`src/rtl/fetch_q_replayer.sv`:
```
// fetch_q_replayer: replays a recorded fetch-queue trace into a queue under test.
// Each accepted trace word is driven onto q_rst/q_enqueue/q_dequeue one cycle later.
// In that same driven cycle the recorded full/empty status is compared with the live queue status.
// Build option: define FETCHQ_REPLAY_CHECK_EN to compile the status checker.
// Without it, the mismatch counter, first-mismatch index and error stay 0, and HALT is never entered.
module fetch_q_replayer #(
    parameter int CNT_W = 32,
    parameter int MIS_W = 16
) (
    input  logic             clk,
    input  logic             rst,
    input  logic             start,
    input  logic             halt_on_mismatch,
    input  logic             trace_valid,
    input  logic [4:0]       trace_data,
    input  logic             trace_last,
    output logic             trace_ready,
    output logic             q_rst,
    output logic             q_enqueue,
    output logic             q_dequeue,
    input  logic             q_full,
    input  logic             q_empty,
    output logic             busy,
    output logic             done,
    output logic             error,
    output logic [CNT_W-1:0] step_count,
    output logic [MIS_W-1:0] mismatch_count,
    output logic [CNT_W-1:0] first_mismatch_idx
);

    typedef enum logic [2:0] {
        S_IDLE  = 3'd0,
        S_RUN   = 3'd1,
        S_DRAIN = 3'd2,
        S_DONE  = 3'd3,
        S_HALT  = 3'd4
    } state_t;

    localparam logic [CNT_W-1:0] CNT_ONE = {{(CNT_W-1){1'b0}}, 1'b1};
    localparam logic [MIS_W-1:0] MIS_ONE = {{(MIS_W-1){1'b0}}, 1'b1};

    state_t           r_state;
    logic             r_drv_valid;   // a held word is being driven this cycle
    logic             r_q_rst;
    logic             r_q_enq;
    logic             r_q_deq;
    logic             r_exp_full;
    logic             r_exp_empty;
    logic [CNT_W-1:0] r_step_cnt;
    logic [MIS_W-1:0] r_mis_cnt;
    logic [CNT_W-1:0] r_first_idx;

    logic w_accept;
    logic w_mismatch;
    logic w_halt;

    assign trace_ready = (r_state == S_RUN);
    assign w_accept    = trace_valid && trace_ready;

`ifdef FETCHQ_REPLAY_CHECK_EN
    // Only driven cycles are compared; bubbles carry no expectation.
    assign w_mismatch = r_drv_valid &&
                        ({q_full, q_empty} != {r_exp_full, r_exp_empty});
`else
    assign w_mismatch = 1'b0;
    // Status inputs and held expectations have no consumer in this build.
    logic w_unused_status;
    assign w_unused_status = ^{q_full, q_empty, r_exp_full, r_exp_empty};
`endif

    assign w_halt = w_mismatch && halt_on_mismatch;

    // Replay state machine, held word, step and mismatch bookkeeping.
    always_ff @(posedge clk) begin
        if (rst) begin
            r_state     <= S_IDLE;
            r_drv_valid <= 1'b0;
            r_q_rst     <= 1'b0;
            r_q_enq     <= 1'b0;
            r_q_deq     <= 1'b0;
            r_exp_full  <= 1'b0;
            r_exp_empty <= 1'b0;
            r_step_cnt  <= '0;
            r_mis_cnt   <= '0;
            r_first_idx <= '0;
        end else begin
            // A cycle without acceptance becomes a zero-drive bubble next cycle.
            r_drv_valid <= 1'b0;
            r_q_rst     <= 1'b0;
            r_q_enq     <= 1'b0;
            r_q_deq     <= 1'b0;

            if (r_drv_valid) begin
                if (r_step_cnt != '1) begin
                    r_step_cnt <= r_step_cnt + CNT_ONE;
                end
                if (w_mismatch) begin
                    // The index is the step count before this step is added.
                    if (r_mis_cnt == '0) begin
                        r_first_idx <= r_step_cnt;
                    end
                    if (r_mis_cnt != '1) begin
                        r_mis_cnt <= r_mis_cnt + MIS_ONE;
                    end
                end
            end

            case (r_state)
                S_IDLE, S_DONE: begin
                    if (start) begin
                        r_state     <= S_RUN;
                        r_step_cnt  <= '0;
                        r_mis_cnt   <= '0;
                        r_first_idx <= '0;
                    end
                end
                S_RUN: begin
                    // Halting wins over loading a word accepted in the same cycle, even a last one.
                    if (w_halt) begin
                        r_state <= S_HALT;
                    end else if (w_accept) begin
                        r_drv_valid <= 1'b1;
                        r_q_rst     <= trace_data[4];
                        r_q_enq     <= trace_data[3];
                        r_q_deq     <= trace_data[2];
                        r_exp_full  <= trace_data[1];
                        r_exp_empty <= trace_data[0];
                        if (trace_last) begin
                            r_state <= S_DRAIN;
                        end
                    end
                end
                S_DRAIN: begin
                    r_state <= w_halt ? S_HALT : S_DONE;
                end
                S_HALT: begin
                    r_state <= S_HALT;
                end
                default: begin
                    r_state <= S_IDLE;
                end
            endcase
        end
    end

    assign q_rst              = r_q_rst;
    assign q_enqueue          = r_q_enq;
    assign q_dequeue          = r_q_deq;
    assign busy               = (r_state == S_RUN) || (r_state == S_DRAIN);
    assign done               = (r_state == S_DONE);
    assign error              = (r_state == S_HALT) ||
                                ((r_state == S_DONE) && (r_mis_cnt != '0));
    assign step_count         = r_step_cnt;
    assign mismatch_count     = r_mis_cnt;
    assign first_mismatch_idx = r_first_idx;

endmodule
```
`config.mk`:
```
export PLATFORM = sky130hd
export DESIGN_NAME = fetch_q_replayer
export DESIGN_NICKNAME = d
export VERILOG_FILES = /design/src/rtl/fetch_q_replayer.sv
export SDC_FILE = /design/constraint.sdc
export NUM_CORES = 1
export LEC_CHECK = 0
export CORE_UTILIZATION = 41
export CTS_CLUSTER_SIZE = 30
export DETAILED_ROUTE_END_ITERATION = 7
export PLACE_DENSITY = 0.78
export REMOVE_ABC_BUFFERS = 1
export SLEW_MARGIN = 5
export SYNTH_ARGS = -nofsm -noshare
export SYNTH_HDL_FRONTEND = slang
export SYNTH_SLANG_ARGS = --single-unit
```
`constraint.sdc`:
```
create_clock -name clk -period 2.62 [get_ports clk]
set_input_delay 0.393 -clock clk [delete_from_list [all_inputs] [get_ports clk]]
set_output_delay 0.393 -clock clk [all_outputs]
set_load 0.03 [all_outputs]
```
; ---- Yosys cells after proc, flatten, opt, wreduce, memory -nomap -nowiden
; Index checks and enable logic that the tools add are counted.
[totals]
regBits = 39
in_bits = 13
output_inout_bits = 87
wordCells = 33
[classes]
add_sub_neg = 1
n_eq_ne = 8
muxes = 9
bitwise = 2
n_reduce_logical = 7
[ops]
columns = op, n
row1 = $mux W32, 4
row2 = $add A32 B1 Y32 const B, 1
row3 = $ne A32 B32 Y1 const B, 1
row4 = $pmux W3 S4, 1
row5 = $mux W3, 3
row6 = $eq A3 B2 Y1 const B, 2
row7 = $ne A2 B2 Y1 const B, 2
row8 = $reduce_or A2 Y1, 2
row9 = $eq A3 B1 Y1 const B, 1
row10 = $eq A3 B3 Y1 const B, 1
row11 = $logic_not A3 Y1, 1
row12 = $reduce_and A3 Y1, 1
row13 = $reduce_or A3 Y1, 1
row14 = $ne A2 B1 Y1 const B, 1
row15 = $not A1 Y1, 2
row16 = $logic_and A1 B1 Y1, 1
row17 = $logic_or A1 B1 Y1, 1
row18 = $mux W1, 1

; ---- Logic depth before layout (Yosys ltp)
; Gate-level depths: netlist of run 1.
[logic_depth]
depth_word = 5
ltp_mapped = 7
ltp_nobuf = 6

; ---- Least setup slack after synthesis of run 1
; Ideal clock, no wire load.
[synth_timing]
path_kind = register to register
startpoint = register r_step_cnt[28], in the netlist step_count[28]
endpoint = register r_step_cnt[0], in the netlist step_count[0]
setup_ns = 0.129
arrival_ns = 2.044
required_time_ns = 2.491
slack_ns = 0.447
path_stages_with_launch = 8
n_path_buf = 2
period_less_slack_ns = 2.173
path_cell_list = dfxtp_1 nand3_1 or4_4 buf_6 o31ai_4 buf_6 xor2_1 nor2_1
[synth_between]
elab_chain_cells = 5
[synth_rtl]
columns = element, line_no
row1 = start: declaration, 49  ; logic [CNT_W-1:0] r_step_cnt;
row2 = start signal: assignment, 95  ; r_step_cnt <= r_step_cnt + CNT_ONE;
row3 = $ne A32 B32 Y1 (*), 94  ; if (r_step_cnt != '1) begin
row4 = $mux W32 (*), 94
row5 = $mux W32 (*), 93  ; if (r_drv_valid) begin
row6 = $mux W32, 110  ; if (start) begin
row7 = $mux W32 (*), 108  ; case (r_state)
; Mark *: on every way between the ends. The rest lies on a longest branch, timed or not.
; A chain may end at the register's enable or synchronous reset.

; ---- Final worst setup path of run 1
[layout_timing]
startpoint = register r_step_cnt[0], in the netlist step_count[0]
endpoint = register r_step_cnt[7], in the netlist step_count[7]
[layout_between]
elab_chain_cells = 5
word_cells_on_any_way = 6
cone_classes = add/sub: 1 / eq/ne: 1 / mux: 4
[layout_rtl]
columns = element, line_no
row1 = $add A32 B1 Y32 / $ne A32 B32 Y1 (equally long branches), "95, 94"
row2 = $mux W32 (*), 94
row3 = $mux W32 (*), 93
row4 = $mux W32, 110
row5 = $mux W32 (*), 108
; Marks and branches as above.

==> results of run 1 <==
==> worst register-to-register path: cells and delay by family, from the launching register on <==
family | cells | cell delay (ns)
and+or+nand+nor | 3 | 1.13
buffers and inverters | 1 | 0.20
DFF | 1 | 0.35
adders and majority gates | 1 | 0.25
AOI/OAI and AO/OA | 2 | 0.21
==> through the flow <==
| stage | hold slack, ns | cells |
|---|---|---|
| 6_report | 0.487 | 391 |
| 5_1_grt | 0.508 | 391 |
| 2_1_floorplan | 0.444 | 262 |
| 3_5_place_dp | 0.479 | 383 |
| 4_1_cts | 0.486 | 391 |
| 3_3_place_gp | 0.465 | 383 |
==> cell usage after synthesis (2+ instances only) <==
library cell,n
o31ai_4,2
or4_2,2
nand2_1,15
inv_1,5
a21oi_1,17
nand3_1,19
a31oi_1,3
mux2i_1,2
buf_6,2
buf_2,5
or3_1,9
xor2_1,2
or4_1,7
buf_4,49
and4_1,2
nor2_1,7
nand2b_1,2
a21oi_2,5
o21a_1,2
nor4_1,2
nor3_1,4
and4_2,4
nand4b_1,2
dfxtp_1,39
clkbuf_1,3
o21ai_2,4
o211ai_1,4
o21ai_0,13
and2_1,6
and3_1,6
clkbuf_8,2
or3_2,4
nand4_1,6
o31ai_1,8
==> worst paths after layout <==
check	start	to	slack, ns	cells after the start
worst max-delay path	step_count[0]	step_count[7]	0.43	7
worst min-delay path	r_state[2]	r_state[1]	0.49	1
worst max register to register	step_count[0]	step_count[7]	0.43	7
worst min register to register	r_state[2]	r_state[1]	0.49	1
==> cells by family (layout without fill, tap and decap cells) <==
| family | count (synthesis) | after routing | synth area share (%) |
|---|---|---|---|
| other | 1 | 48 | 0.158 |
| buffers and inverters | 66 | 62 | 20.0 |
| AND/OR/NAND/NOR | 101 | 101 | 25.6 |
| flip-flops | 39 | 39 | 32.9 |
| XOR/XNOR | 3 | 3 | 1.11 |
| AO/OA/AOI/OAI | 63 | 63 | 18.8 |
| multiplexers | 2 | 2 | 0.845 |
| adder cells (fa/ha/maj) | 1 | 1 | 0.528 |
==> registers in the layout, indices dropped and copies added, names as in the netlist <==
| signal | flops |
|---|---|
| step_count | 32 |
| q_enqueue | 1 |
| r_drv_valid | 1 |
| r_state | 3 |
| q_rst | 1 |
| q_dequeue | 1 |
==> metal layers <==
metal  track usage, %  vias up  share of wire [%]
li1                 -      992                  -
met1             18.9      943                 43
met2             27.3       70                 49
met3             3.95        6                6.0
met4             5.37        0                1.4
met5                0        -                  0
==> layout make-up <==
cell class	count	area share (%)
well taps	72	3.25
flip-flops and latches	39	28.2
clock buffers	7	3.48
inverters	5	0.678
clock inverters	1	0.271
multi-input cells	218	46.7
repair buffers	49	17.4
==> power groups by stage <==
| stage | registers (µW) | logic, µW | clock network, µW |
|---|---|---|---|
| floorplan | 618 | 126 | 0 |
| global placement | 616 | 164 | 0 |
| detailed placement | 616 | 165 | 0 |
| CTS | 602 | 166 | 469 |
| global route | 603 | 176 | 493 |
| finish | 602 | 166 | 455 |
==> metrics.md, run 1 <==
| Metric | Value |
|---|---|
| Outcome | finished, final reports clean |
| Post-placement worst setup slack | 0.446 ns |
| Initial Util | 42.8% |
| Register area | 781 µm² |
| Final setup viols | 0 |
| Slew headroom | 49.7% |
| Static leakage | 0.000941 µW |
| CTS root buffer | clkbuf_8 |
| Post-synth EDFFs | 0 |
| Die area | 6090 µm² |
| CTS sink count | 39 |
| CTS Buffer Depth | 2 |
| DR DRC count | 0 |
| Worst-path clk slew | 0.07 ns |
| Crit path time final | 2.19 ns |
| #FFs+latches synth | 39 |
| Hold Violations, Final | 0 |
| Clock Power Share | 37.2% |
| Slew @ Worst Pin | 0.747 ns |
| Slowest cell delay on critical path | 0.63 ns |
| Logic pwr share | 13.6% |
| Max Freq | 0.457 GHz |
| Final net count | 332 |
| Part of the power in registers | 49.3% |
| P per Cell Area | 442 nW/µm² |
| Area taken by multi-input logic gates | 1290 µm² |
| Hold Path Class | flop to flop |
| Routability cong. | 0.769 |
| Crit path DAT | 2.42 ns |
| Family with the most delay on the worst path | simple AND/OR/NAND/NOR gates |
| Post-route core utilization | 50.0% |
| Crit-path cells | ha_1, and4_2, nand4_1, o31ai_4, buf_4, or4_2, a21oi_2 |
| Tot Pwr | 1220 µW |
| Die width | 78.0 µm |
| Largest net degree at the start of global routing | 16 |
| Gr usage total | 15.8% |
| Worst Path Required | 2.85 ns |
| Core area | 5540 µm² |
| Post-route setup TNS | 0 ns |
| CTS tree | done |
| Setup CP Type | flop to flop |
| Worst Setup Start Kind | flop |
| FILL cells | 541 |
| Initial antenna violation count | 0 |
| Routed wire length per instance | 11.8 µm |
| Worst Path Buf+Inv | 1 |
| Post-cts sizing count | 0 |
| Pre-antenna DRT Iters | 5 |
| Total global routing overflow | 0 |
| Most used DFF post-synth | dfxtp_1 |
| Yosys warns | 0 |
| Mapped cell area | 2370 µm² |
| Routed Antenna Nets | 0 |
| Layout area overhead | 16.8% |
| Finished Cell Area | 2770 µm² |
| Die height | 78.0 µm |
| Vias | 2011 |
| Placed cell areas | 2670 µm² |
| Final worst-path cycle share | 83.6% |
| Ranking of synthesized cells by area | dfxtp_1 (33%), buf_4 (16%), nand3_1 (4.0%) |
| # diodes | 0 |
| Crit path max fanout | 15 |
| Row count | 27 |
| Max-Cap Viols | 0 |
| RSZ-0062 raised after global routing | no |
| Sw Share | 29.0% |
| Psw | 355 µW |
| Routed vias/inst | 5.14 |
| First-pass GRT wire length | 7670 µm |
| Largest area contributor in the netlist | dfxtp_1 |
| Commonest cells after routing, fill and taps aside | conb_1 (48), clkdlybuf4s50_1 (46), dfxtp_1 (39) |
| # IOs | 100 |
| Avg Synthesized Cell Area | 8.59 µm² |
| Yosys cell types | 46 |
| Cell count after synthesis | 276 |
| Worst path slowest cell | or4_2 |
| Vias in the first global route | 1684 |
| H-tree depth | 2 |
| Area share of the largest cell type after synthesis | 32.9% |
| Skew-Pair Late Insertion Delay | 0.29 ns |
| Async set-or-reset flop fraction in the synthesized netlist | 0% |
| Seq/Total Area, Yosys | 32.9% |
| Hold Buf Count CTS | 0 |
| Peak VDD IR | 0.000244 V |
| Share of cells above drive strength 1 | 11.6% |
| Final Max Slew Viols | 0 |
| Estimated wirelength of the detail-placed design | 3430 µm |
| Internal Pwr Total | 868 µW |
| Most common cell after layout, fill and taps aside | conb_1 |
| DR iter-0 viols | 83 |
| CP endpoint kind | flop |
| Setup repair bufs after CTS | 0 |
| Final worst slack | 0.430 ns |
| PortBufs | 46 |
| Clock buffer count from CTS | 5 |
| Final WL | 4610 µm |
| Skew final | 0.00668 ns |
Power figures use the tool's default switching activity.
==> inputs of run 2 (changes only) <==
clock period = 2.1 ns   (was 2.62 ns; I/O delays follow)
==> run 2 against run 1 <==
  * Worst setup slack got worse by 0.37 ns
  * Highest routed layer unchanged
  * Critical endpoint is now busy
  * Global-route usage grew 0.17 points
  * First-iteration DRC count up 39%
  * Register-to-register slack lost 0.31 ns
  * Critical path type is now flop to output pin
  * Critical path depth decreased by 4
==> metrics.md, run 2 (synthesis results as in run 1) <==
| Metric | Value |
|---|---|
| Outcome | finished, final reports clean |
| Layout area overhead | 24.2% |
| Hold Path Class | flop to flop |
| Post-route core utilization | 53.1% |
| Critical path launch point | r_state[0] |
| Routability cong. | 0.797 |
| CP endpoint kind | output pin |
| Clock buffer count from CTS | 5 |
| Max-Cap Viols | 0 |
| Total global routing overflow | 0 |
| Die area | 6090 µm² |
| Post-placement worst setup slack | 0.0621 ns |
| Slowest cell delay on critical path | 0.68 ns |
| # IOs | 100 |
| Row count | 27 |
| Worst R2R Start | step_count[0] |
| Final net count | 359 |
| Vias in the first global route | 1768 |
| Gr usage total | 15.9% |
| Static leakage | 0.00107 µW |
| Routed vias/inst | 4.94 |
| Final worst slack | 0.0572 ns |
| PortBufs | 46 |
| Commonest cells after routing, fill and taps aside | conb_1 (48), clkdlybuf4s50_1 (45), dfxtp_1 (39) |
| First-pass GRT wire length | 7850 µm |
| Most common cell after layout, fill and taps aside | conb_1 |
| Setup CP Type | flop to output pin |
| Crit-path cells | xnor2_1, nor2_1, clkdlybuf4s50_1 |
| Worst-path clk slew | 0.07 ns |
| CTS Buffer Depth | 2 |
| Initial antenna violation count | 0 |
| Pre-antenna DRT Iters | 4 |
| Skew-Pair Late Insertion Delay | 0.29 ns |
| Max Freq | 0.490 GHz |
| Final setup viols | 0 |
| Share of cells above drive strength 1 | 18.0% |
| Hold wc startpoint | step_count[31] |
| Crit path time final | 2.04 ns |
| P per Cell Area | 485 nW/µm² |
| H-tree depth | 2 |
| Initial Util | 42.8% |
| RSZ-0062 raised after global routing | no |
| Final Max Slew Viols | 0 |
| Largest net degree at the start of global routing | 15 |
| Core area | 5540 µm² |
| Crit path DAT | 1.73 ns |
| CTS tree | done |
| Hold Violations, Final | 0 |
| CTS sink count | 39 |
| Estimated wirelength of the detail-placed design | 3590 µm |
| Routed wire length per instance | 11.4 µm |
| Worst Setup Start Kind | flop |
| Die height | 78.0 µm |
| DR iter-0 viols | 115 |
| Routed Antenna Nets | 0 |
| Worst path slowest cell | clkdlybuf4s50_1 |
| Max reg flops | 32 |
| DR DRC count | 0 |
| Hold Buf Count CTS | 0 |
| Peak VDD IR | 0.000239 V |
| CTS root buffer | clkbuf_8 |
| Skew final | 0.00336 ns |
| Worst Path Required | 1.78 ns |
| Die width | 78.0 µm |
| Crit path max fanout | 8 |
| # diodes | 0 |
| Vias | 2053 |
| Final worst-path cycle share | 97.3% |
| Final WL | 4720 µm |
run 2: final timing paths:
kind,end,slack [ns],cells after the start
setup / recovery,busy,0.06,3
hold / removal,step_count[31],0.49,2
setup reg to reg,step_count[7],0.12,6
hold reg to reg,step_count[31],0.49,2
run 2: what timing repair did:
item / CTS / global route
resized for setup: 1 / 2
buffers inserted: 0 / 1
endpoints found under the hold margin: 0 / 0
pin swaps: 0 / 2
setup endpoints to repair: 1 / 3
run 2: power breakdown:
| group | switching [µW] | internal (µW) | total [µW] |
|---|---|---|---|
| sequential | 7.14 | 745 | 752 |
| clock | 244 | 221 | 466 |
| combinational | 169 | 42.8 | 212 |
run 2: layer usage:
metal / GRT usage, % / share of wire, % / vias up
met4: 5.74 / 1.5 / 0
li1: - / - / 1052
met3: 3.37 / 4.5 / 8
met1: 19.2 / 48 / 932
met2: 27.9 / 46 / 61
met5: 0 / 0 / -
run 2: metrics by stage:
stage	cells	instance area, µm²	power (µW)	hold slack (ns)	TNS [ns]
floorplan	262	2090	928	0.387	-1.02
global placement	409	2860	978	0.464	0
detailed placement	409	2860	980	0.478	0
CTS	415	2930	1440	0.487	0
global route	416	2940	1480	0.505	0
finish	416	2940	1430	0.486	0
run 2: final cells by class:
class	count	area, µm²
timing repair buffer	76	688
inverter	5	18.8
tap	72	90.1
clock buffer	6	72.6
sequential	39	781
multi-input combinational	218	1290
fill	528	2600
run 2: critical path, delay by kind of cell, from the launching register on:
| family | cells | cell delay [ns] |
|---|---|---|
| simple gates | 1 | 0.13 |
| xor+xnor | 1 | 0.16 |
| flops | 1 | 0.47 |
| buf+inv | 1 | 0.68 |
==> inputs of run 3 (changes only) <==
ABC_CLOCK_PERIOD_IN_PS = 2100   (was not set)
==> results of run 3 <==
Final layout, timing and power as in run 2 (identical DEF).
